--- src/rtl/mips_mc_pkg.sv ---
// Shared encodings for the multi-cycle MIPS core: opcodes, functs, FSM states, ALU ops.
// Also holds the instruction legality check and the ALU-op decode.
package mips_mc_pkg;

    localparam logic [5:0] OP_RTYPE = 6'h00;
    localparam logic [5:0] OP_J     = 6'h02;
    localparam logic [5:0] OP_JAL   = 6'h03;
    localparam logic [5:0] OP_BEQ   = 6'h04;
    localparam logic [5:0] OP_BNE   = 6'h05;
    localparam logic [5:0] OP_ADDI  = 6'h08;
    localparam logic [5:0] OP_LW    = 6'h23;
    localparam logic [5:0] OP_SW    = 6'h2B;

    localparam logic [5:0] FN_SLL = 6'h00;
    localparam logic [5:0] FN_SRL = 6'h02;
    localparam logic [5:0] FN_ADD = 6'h20;
    localparam logic [5:0] FN_SUB = 6'h22;
    localparam logic [5:0] FN_AND = 6'h24;
    localparam logic [5:0] FN_OR  = 6'h25;
    localparam logic [5:0] FN_SLT = 6'h2A;

    typedef enum logic [2:0] {
        S_FETCH  = 3'd0,
        S_DECODE = 3'd1,
        S_EXEC   = 3'd2,
        S_MEM    = 3'd3,
        S_WB     = 3'd4,
        S_TRAP   = 3'd7
    } state_t;

    typedef enum logic [2:0] {
        ALU_ADD = 3'd0,
        ALU_SUB = 3'd1,
        ALU_AND = 3'd2,
        ALU_OR  = 3'd3,
        ALU_SLT = 3'd4,
        ALU_SLL = 3'd5,
        ALU_SRL = 3'd6
    } alu_op_t;

    function automatic logic is_legal(input logic [5:0] op, input logic [5:0] fn);
        case (op)
            OP_RTYPE: begin
                case (fn)
                    FN_SLL, FN_SRL, FN_ADD, FN_SUB, FN_AND, FN_OR, FN_SLT: return 1'b1;
                    default: return 1'b0;
                endcase
            end
            OP_J, OP_JAL, OP_BEQ, OP_BNE, OP_ADDI, OP_LW, OP_SW: return 1'b1;
            default: return 1'b0;
        endcase
    endfunction

    // Everything that is not R-type only needs an adder (addi, address calc).
    function automatic alu_op_t alu_decode(input logic [5:0] op, input logic [5:0] fn);
        if (op != OP_RTYPE) return ALU_ADD;
        case (fn)
            FN_SUB:  return ALU_SUB;
            FN_AND:  return ALU_AND;
            FN_OR:   return ALU_OR;
            FN_SLT:  return ALU_SLT;
            FN_SLL:  return ALU_SLL;
            FN_SRL:  return ALU_SRL;
            default: return ALU_ADD;
        endcase
    endfunction

endpackage

--- src/rtl/mips_mc_regfile.sv ---
// 32x32 register file: two asynchronous read ports, one synchronous write port.
// R[0] is never written and always reads as zero.
module mips_mc_regfile (
    input  logic        i_clk,
    input  logic        i_rst_n,
    input  logic        i_we,
    input  logic [4:0]  i_waddr,
    input  logic [31:0] i_wdata,
    input  logic [4:0]  i_raddr_a,
    input  logic [4:0]  i_raddr_b,
    output logic [31:0] o_rdata_a,
    output logic [31:0] o_rdata_b
);
    logic [31:0] r_regs [32];

    always_ff @(posedge i_clk or negedge i_rst_n) begin
        if (!i_rst_n) begin
            for (int i = 0; i < 32; i++) r_regs[i] <= '0;
        end else if (i_we && (i_waddr != 5'd0)) begin
            r_regs[i_waddr] <= i_wdata;
        end
    end

    assign o_rdata_a = (i_raddr_a == 5'd0) ? 32'd0 : r_regs[i_raddr_a];
    assign o_rdata_b = (i_raddr_b == 5'd0) ? 32'd0 : r_regs[i_raddr_b];

endmodule

--- src/rtl/mips_multicycle.sv ---
// Multi-cycle MIPS core: FETCH/DECODE/EXEC/MEM/WB sequencer over one shared ALU
// and a single unified memory port with a ready handshake; traps on illegal ops.
import mips_mc_pkg::*;

module mips_multicycle #(
    parameter logic [31:0] RESET_PC         = 32'h0000_0000,
    parameter bit          TRAP_ON_MISALIGN = 1'b1
) (
    input  logic        i_clk,
    input  logic        i_rst_n,
    output logic        o_mem_req,
    output logic        o_mem_we,
    output logic [31:0] o_mem_addr,
    output logic [31:0] o_mem_wdata,
    input  logic [31:0] i_mem_rdata,
    input  logic        i_mem_ready,
    output logic [31:0] o_pcout,
    output logic [31:0] o_instruction,
    output logic [2:0]  o_state,
    output logic        o_halted,
    output logic [31:0] o_instret
);
    state_t      r_state, w_state_next;
    logic [31:0] r_pc, r_npc, r_ir, r_a, r_b, r_tgt, r_alu_out, r_mdr, r_instret;

    logic [5:0]  w_op, w_fn;
    logic [4:0]  w_rs, w_rt, w_rd, w_shamt;
    logic [31:0] w_sext, w_rs_data, w_rt_data, w_alu_b, w_alu_res, w_pc_next;
    logic        w_is_r, w_is_mem, w_is_br, w_taken, w_misalign, w_retire, w_pc_we;
    logic        w_rf_we, w_req, w_we;
    logic [4:0]  w_rf_waddr;
    logic [31:0] w_rf_wdata, w_addr, w_wdata;

    assign w_op     = r_ir[31:26];
    assign w_rs     = r_ir[25:21];
    assign w_rt     = r_ir[20:16];
    assign w_rd     = r_ir[15:11];
    assign w_shamt  = r_ir[10:6];
    assign w_fn     = r_ir[5:0];
    assign w_sext   = {{16{r_ir[15]}}, r_ir[15:0]};
    assign w_is_r   = (w_op == OP_RTYPE);
    assign w_is_mem = (w_op == OP_LW) || (w_op == OP_SW);
    assign w_is_br  = (w_op == OP_BEQ) || (w_op == OP_BNE);
    assign w_taken  = (r_a == r_b) ^ (w_op == OP_BNE);

    mips_mc_regfile u_regfile (
        .i_clk     (i_clk),
        .i_rst_n   (i_rst_n),
        .i_we      (w_rf_we),
        .i_waddr   (w_rf_waddr),
        .i_wdata   (w_rf_wdata),
        .i_raddr_a (w_rs),
        .i_raddr_b (w_rt),
        .o_rdata_a (w_rs_data),
        .o_rdata_b (w_rt_data)
    );

    assign w_alu_b = w_is_r ? r_b : w_sext;

    always_comb begin
        w_alu_res = r_a + w_alu_b;
        case (alu_decode(w_op, w_fn))
            ALU_SUB: w_alu_res = r_a - w_alu_b;
            ALU_AND: w_alu_res = r_a & w_alu_b;
            ALU_OR:  w_alu_res = r_a | w_alu_b;
            ALU_SLT: w_alu_res = {31'd0, $signed(r_a) < $signed(w_alu_b)};
            ALU_SLL: w_alu_res = r_b << w_shamt;
            ALU_SRL: w_alu_res = r_b >> w_shamt;
            default: w_alu_res = r_a + w_alu_b;
        endcase
    end

    assign w_misalign = (w_alu_res[1:0] != 2'b00);

    always_comb begin
        w_state_next = r_state;
        w_retire     = 1'b0;
        w_pc_we      = 1'b0;
        w_pc_next    = r_npc;
        w_rf_we      = 1'b0;
        w_rf_waddr   = w_rd;
        w_rf_wdata   = r_alu_out;
        w_req        = 1'b0;
        w_we         = 1'b0;
        w_addr       = 32'd0;
        w_wdata      = 32'd0;
        case (r_state)
            S_FETCH: begin
                w_req  = 1'b1;
                w_addr = r_pc;
                if (i_mem_ready) w_state_next = S_DECODE;
            end
            S_DECODE: w_state_next = is_legal(w_op, w_fn) ? S_EXEC : S_TRAP;
            S_EXEC: begin
                if (w_is_r || (w_op == OP_ADDI)) begin
                    w_state_next = S_WB;
                end else if (w_is_mem) begin
                    w_state_next = (TRAP_ON_MISALIGN && w_misalign) ? S_TRAP : S_MEM;
                end else begin
                    w_state_next = S_FETCH;
                    w_retire     = 1'b1;
                    w_pc_we      = 1'b1;
                    if (w_is_br) w_pc_next = w_taken ? r_tgt : r_npc;
                    else         w_pc_next = {r_npc[31:28], r_ir[25:0], 2'b00};
                    if (w_op == OP_JAL) begin
                        w_rf_we    = 1'b1;
                        w_rf_waddr = 5'd31;
                        w_rf_wdata = r_npc;
                    end
                end
            end
            S_MEM: begin
                w_req   = 1'b1;
                w_we    = (w_op == OP_SW);
                w_addr  = {r_alu_out[31:2], 2'b00};
                w_wdata = w_we ? r_b : 32'd0;
                if (i_mem_ready) begin
                    if (w_we) begin
                        w_state_next = S_FETCH;
                        w_retire     = 1'b1;
                        w_pc_we      = 1'b1;
                    end else begin
                        w_state_next = S_WB;
                    end
                end
            end
            S_WB: begin
                w_rf_we      = 1'b1;
                w_rf_waddr   = w_is_r ? w_rd : w_rt;
                w_rf_wdata   = (w_op == OP_LW) ? r_mdr : r_alu_out;
                w_retire     = 1'b1;
                w_pc_we      = 1'b1;
                w_state_next = S_FETCH;
            end
            default: w_state_next = S_TRAP;
        endcase
    end

    always_ff @(posedge i_clk or negedge i_rst_n) begin
        if (!i_rst_n) begin
            r_state   <= S_FETCH;
            r_pc      <= RESET_PC;
            r_npc     <= '0;
            r_ir      <= '0;
            r_a       <= '0;
            r_b       <= '0;
            r_tgt     <= '0;
            r_alu_out <= '0;
            r_mdr     <= '0;
            r_instret <= '0;
        end else begin
            r_state <= w_state_next;
            if (r_state == S_FETCH && i_mem_ready) begin
                r_ir  <= i_mem_rdata;
                r_npc <= r_pc + 32'd4;
            end
            if (r_state == S_DECODE) begin
                r_a   <= w_rs_data;
                r_b   <= w_rt_data;
                r_tgt <= r_npc + {w_sext[29:0], 2'b00};
            end
            if (r_state == S_EXEC) r_alu_out <= w_alu_res;
            if (r_state == S_MEM && i_mem_ready) r_mdr <= i_mem_rdata;
            if (w_pc_we)  r_pc <= w_pc_next;
            if (w_retire) r_instret <= r_instret + 32'd1;
        end
    end

    // Request outputs drop the instant reset asserts, without waiting for a clock.
    assign o_mem_req     = w_req & i_rst_n;
    assign o_mem_we      = w_we & i_rst_n;
    assign o_mem_addr    = w_addr & {32{i_rst_n}};
    assign o_mem_wdata   = w_wdata & {32{i_rst_n}};
    assign o_pcout       = r_pc;
    assign o_instruction = r_ir;
    assign o_state       = r_state;
    assign o_halted      = (r_state == S_TRAP);
    assign o_instret     = r_instret;

endmodule
--- config.mk ---
export PLATFORM = sky130hd
export DESIGN_NAME = mips_multicycle
export DESIGN_NICKNAME = d
export VERILOG_FILES = /design/src/rtl/mips_mc_pkg.sv /design/src/rtl/mips_mc_regfile.sv /design/src/rtl/mips_multicycle.sv
export SDC_FILE = /design/constraint.sdc
export NUM_CORES = 2
export LEC_CHECK = 0
export CORE_UTILIZATION = 40
export CTS_BUF_LIST = sky130_fd_sc_hd__clkbuf_8
export DETAILED_ROUTE_END_ITERATION = 7
export GPL_ROUTABILITY_DRIVEN = 0
export PLACE_DENSITY_LB_ADDON = 0.2
export SLEW_MARGIN = 25
export SYNTH_ARGS = -nofsm -noshare
export SYNTH_HDL_FRONTEND = slang
export SYNTH_HIERARCHICAL = 1
export SYNTH_SLANG_ARGS = --single-unit
--- constraint.sdc ---
create_clock -name i_clk -period 5.9 [get_ports i_clk]
set_input_delay 0.59 -clock i_clk [delete_from_list [all_inputs] [get_ports i_clk]]
set_output_delay 0.59 -clock i_clk [all_outputs]
set_load 0.1 [all_outputs]
==> flow_summary.json <==
{
  "hold_violations": 0,
  "synth_top_area_share_pct": 42.23,
  "pin_count": 201,
  "numCtsBuffers": 228,
  "crit_fanout": 39,
  "clk_pin_slew_ps": 60,
  "clockBufferDepth": 3,
  "ys_seq_area_share_pct": 42.23,
  "reg2reg_to": "r_alu_out[31]",
  "crit_type": "flip-flop to flip-flop",
  "p_sw_share_pct": 23.86,
  "powerDensity_mw_per_mm2": 205.6,
  "finalWorstPathRequiredPeriod_ps": 4991,
  "num-nets-final": 6663,
  "grt_pass1_vias": 58230,
  "grt_max_degree": 163,
  "crit_path_end_kind": "flip-flop",
  "p_comb_share_pct": 1.3,
  "ant_nets": 0,
  "hp-class": "primary input to flip-flop",
  "power.switching_mw": 4.303,
  "postCtsSetupRepairBufs": 0,
  "synth_area_leaders": "dfrtp_1, mux2_2, mux4_2",
  "regArea_sq_mm": 0.03294,
  "hpwl_mm": 185.3,
  "first_pass_iters": 8,
  "yosysWarnings": 6,
  "overflow": 0,
  "r2r_setup_slack_ps": 910,
  "cts_sinks": 1315,
  "ir_drop_v": 0.0002597,
  "required_ps": 6790,
  "ys_seq_elements": 1315,
  "syn_area_sq_mm": 0.07793,
  "whs_path_depth": 3,
  "start_util_pct": 40.38,
  "power.share.sequential_pct": 50.0,
  "fillers": 17620,
  "max_cap_violations": 0,
  "die_h_um": 443.4,
  "synth_edf_count": 0,
  "final_max_slew_viol_count": 0,
  "drt_iter0_markers": 6136,
  "cts_tree": "yes",
  "multi_input_area_sq_mm": 0.04202,
  "synthCells": 6537,
  "rsz0062_at_grt": "no",
  "syn_nets": 6703,
  "holdPathEnd": "r_mdr[13]",
  "arrival_ps": 5880,
  "final_area_sq_mm": 0.08771,
  "ff2ff_path_depth": 16,
  "drive_gt1_share_pct": 33.72,
  "post_drt_wl_per_cell_um": 31.71,
  "core_sq_mm": 0.1930,
  "grt_use_total_pct": 29.41,
  "grt_pass1_wl_mm": 423.9,
  "skew_ps": 59.57,
  "setup_viol": 0,
  "drcViolationCount": 0,
  "critPathLaunchType": "flip-flop",
  "crit_start": "o_instruction[26]",
  "drt-total-wl_mm": 292.4,
  "ys.flop_type": "dfrtp_1",
  "status": "finished, final reports clean",
  "die_area_sq_mm": 0.1966,
  "pwr-share-clk_pct": 48.7,
  "clk_latency_ps": 1030,
  "intPower_mw": 13.73,
  "areaGrowthSynthToFinish_pct": 12.55,
  "place_area_sq_mm": 0.08282,
  "postSynthAreaPerCell_sq_um": 11.92,
  "rows": 161,
  "min-delay-start": "i_mem_rdata[13]",
  "p_leak_nw": 39.13,
  "fmax_mhz": 200.4,
  "cts_max_level": 4,
  "io_buffer_count": 200,
  "relSlewSlack_pct": 16.46,
  "reg2reg_from": "o_instruction[26]",
  "worst_pin_slew_ps": 1245,
  "vias": 58920,
  "synthArstFlopShare_pct": 100.0,
  "dieWidth_um": 443.4,
  "cts-root-buf": "clkbuf_8",
  "layout_worst_path_cycle_share_pct": 84.60,
  "vias_per_cell": 6.391,
  "ys_types": 90,
  "fin_setup_tns_ps": 0,
  "antenna_found_initial": 15,
  "synth_top_area_cell": "dfrtp_1"
}
-- cells in the mapped netlist (48+ instances only) --
cell,n
a211oi_1,86
a21oi_1,182
a221oi_1,69
a22oi_1,100
a311oi_1,66
and3_1,60
buf_2,192
buf_4,48
clkbuf_1,385
dfrtp_1,1315
ha_1,128
inv_1,122
mux2_1,59
mux2_2,1048
mux2i_1,206
mux4_2,483
nand2_1,587
nand3_1,55
nor2_1,230
nor2b_1,97
nor3_1,55
o21ai_0,298
xnor2_1,54
xor2_1,84
-- flip-flops by register name, indices dropped and copies added (netlist names) --
register	count
u_regfile/r_regs	1024
o_instret	32
o_instruction	32
o_pcout	32
r_a	32
r_alu_out	32
r_b	32
r_mdr	32
r_npc	32
r_tgt	32
o_state	3
-- layout make-up --
class | count | area share, %
clock inverter | 123 | 0.7532
clock buffer | 300 | 4.708
tap | 2526 | 3.603
multi-input combinational | 4440 | 47.90
timing repair buffer | 388 | 4.929
antenna | 4 | 0.01141
inverter | 124 | 0.5335
sequential | 1315 | 37.56
-- critical path: stages, from the launching register on --
cell	delay [ps]
dfrtp_1	480
or4_4	580
nor3_4	120
buf_4	450
nor2_1	90
a21o_1	190
inv_1	90
ha_1	290
a21o_1	230
a211o_1	270
nor4_1	580
nor2_1	230
a221o_1	440
a41oi_1	410
a21oi_1	140
mux2i_1	170
o21ai_1	80
-- cell families (layout without fill, tap and decap cells) --
logic type | after synthesis | in the layout | synth area share (%)
mux | 1796 | 1796 | 32.60
flops | 1315 | 1315 | 42.23
simple gates | 1232 | 1232 | 7.302
compound gates | 1142 | 1142 | 9.810
buf+inv | 782 | 935 | 4.354
xor+xnor | 139 | 139 | 1.572
fa+ha+maj | 131 | 131 | 2.132
other cells | 0 | 4 | 0
-- stage by stage --
stage | hold slack [ps] | worst slack (ps) | power [mW] | cells | utilization (%)
2_1_floorplan | 294.4 | 998.3 | 9.187 | 6537 | -
3_3_place_gp | 376.4 | 1311 | 9.423 | 8791 | 42.90
3_5_place_dp | 383.3 | 1205 | 9.426 | 8791 | 42.92
4_1_cts | 39.76 | 1178 | 18.20 | 9215 | 45.41
5_1_grt | 111.1 | 767.7 | 18.64 | 9218 | 45.45
6_report | 137.5 | 908.7 | 18.03 | 9220 | 45.45
-- per-layer routing --
metal  share of wire [%]  vias up  global-route usage (%)
met5               0.053        -                  0.1954
met4                 5.1       17                   13.70
met3                 8.4      741                   6.141
met2                  45     2964                   45.38
met1                  41    30890                   39.59
li1                    -    24310                       -
-- power groups by stage --
stage          Clock, mW  Combinational (mW)  Sequential, mW
5_1_grt             9.35               0.272            9.01
3_3_place_gp           0               0.240            9.18
2_1_floorplan          0            0.000677            9.19
4_1_cts             8.94               0.244            9.02
3_5_place_dp           0               0.242            9.18
6_report            8.78               0.233            9.02
-- cell usage in the layout, fill, tap and decap left out, types with 126 or more instances in the layout --
cell / netlist / routed
mux2i_1: 206 / 206
ha_1: 128 / 128
buf_4: 48 / 168
o21ai_0: 298 / 298
a21oi_1: 182 / 182
dfrtp_1: 1315 / 1301
mux4_2: 483 / 483
clkbuf_8: 0 / 300
mux2_2: 1048 / 1048
nor2_1: 230 / 211
inv_1: 122 / 205
nand2_1: 587 / 564
clkdlybuf4s50_1: 0 / 126
-- worst max-delay path by stage --
stage	endpoint	slack (ps)
after floorplan	r_alu_out[27]	1000
after global placement	r_alu_out[31]	1310
after detailed placement	r_alu_out[31]	1200
after CTS	r_alu_out[31]	1180
after global routing	r_alu_out[31]	770
final	r_alu_out[31]	910
-- timing repair --
item                                   in CTS  in global routing
hold buffers                                1                  0
endpoints found under the hold margin     270                  0
gates resized for setup                     0                  0
(Power assumes the default switching activity.)
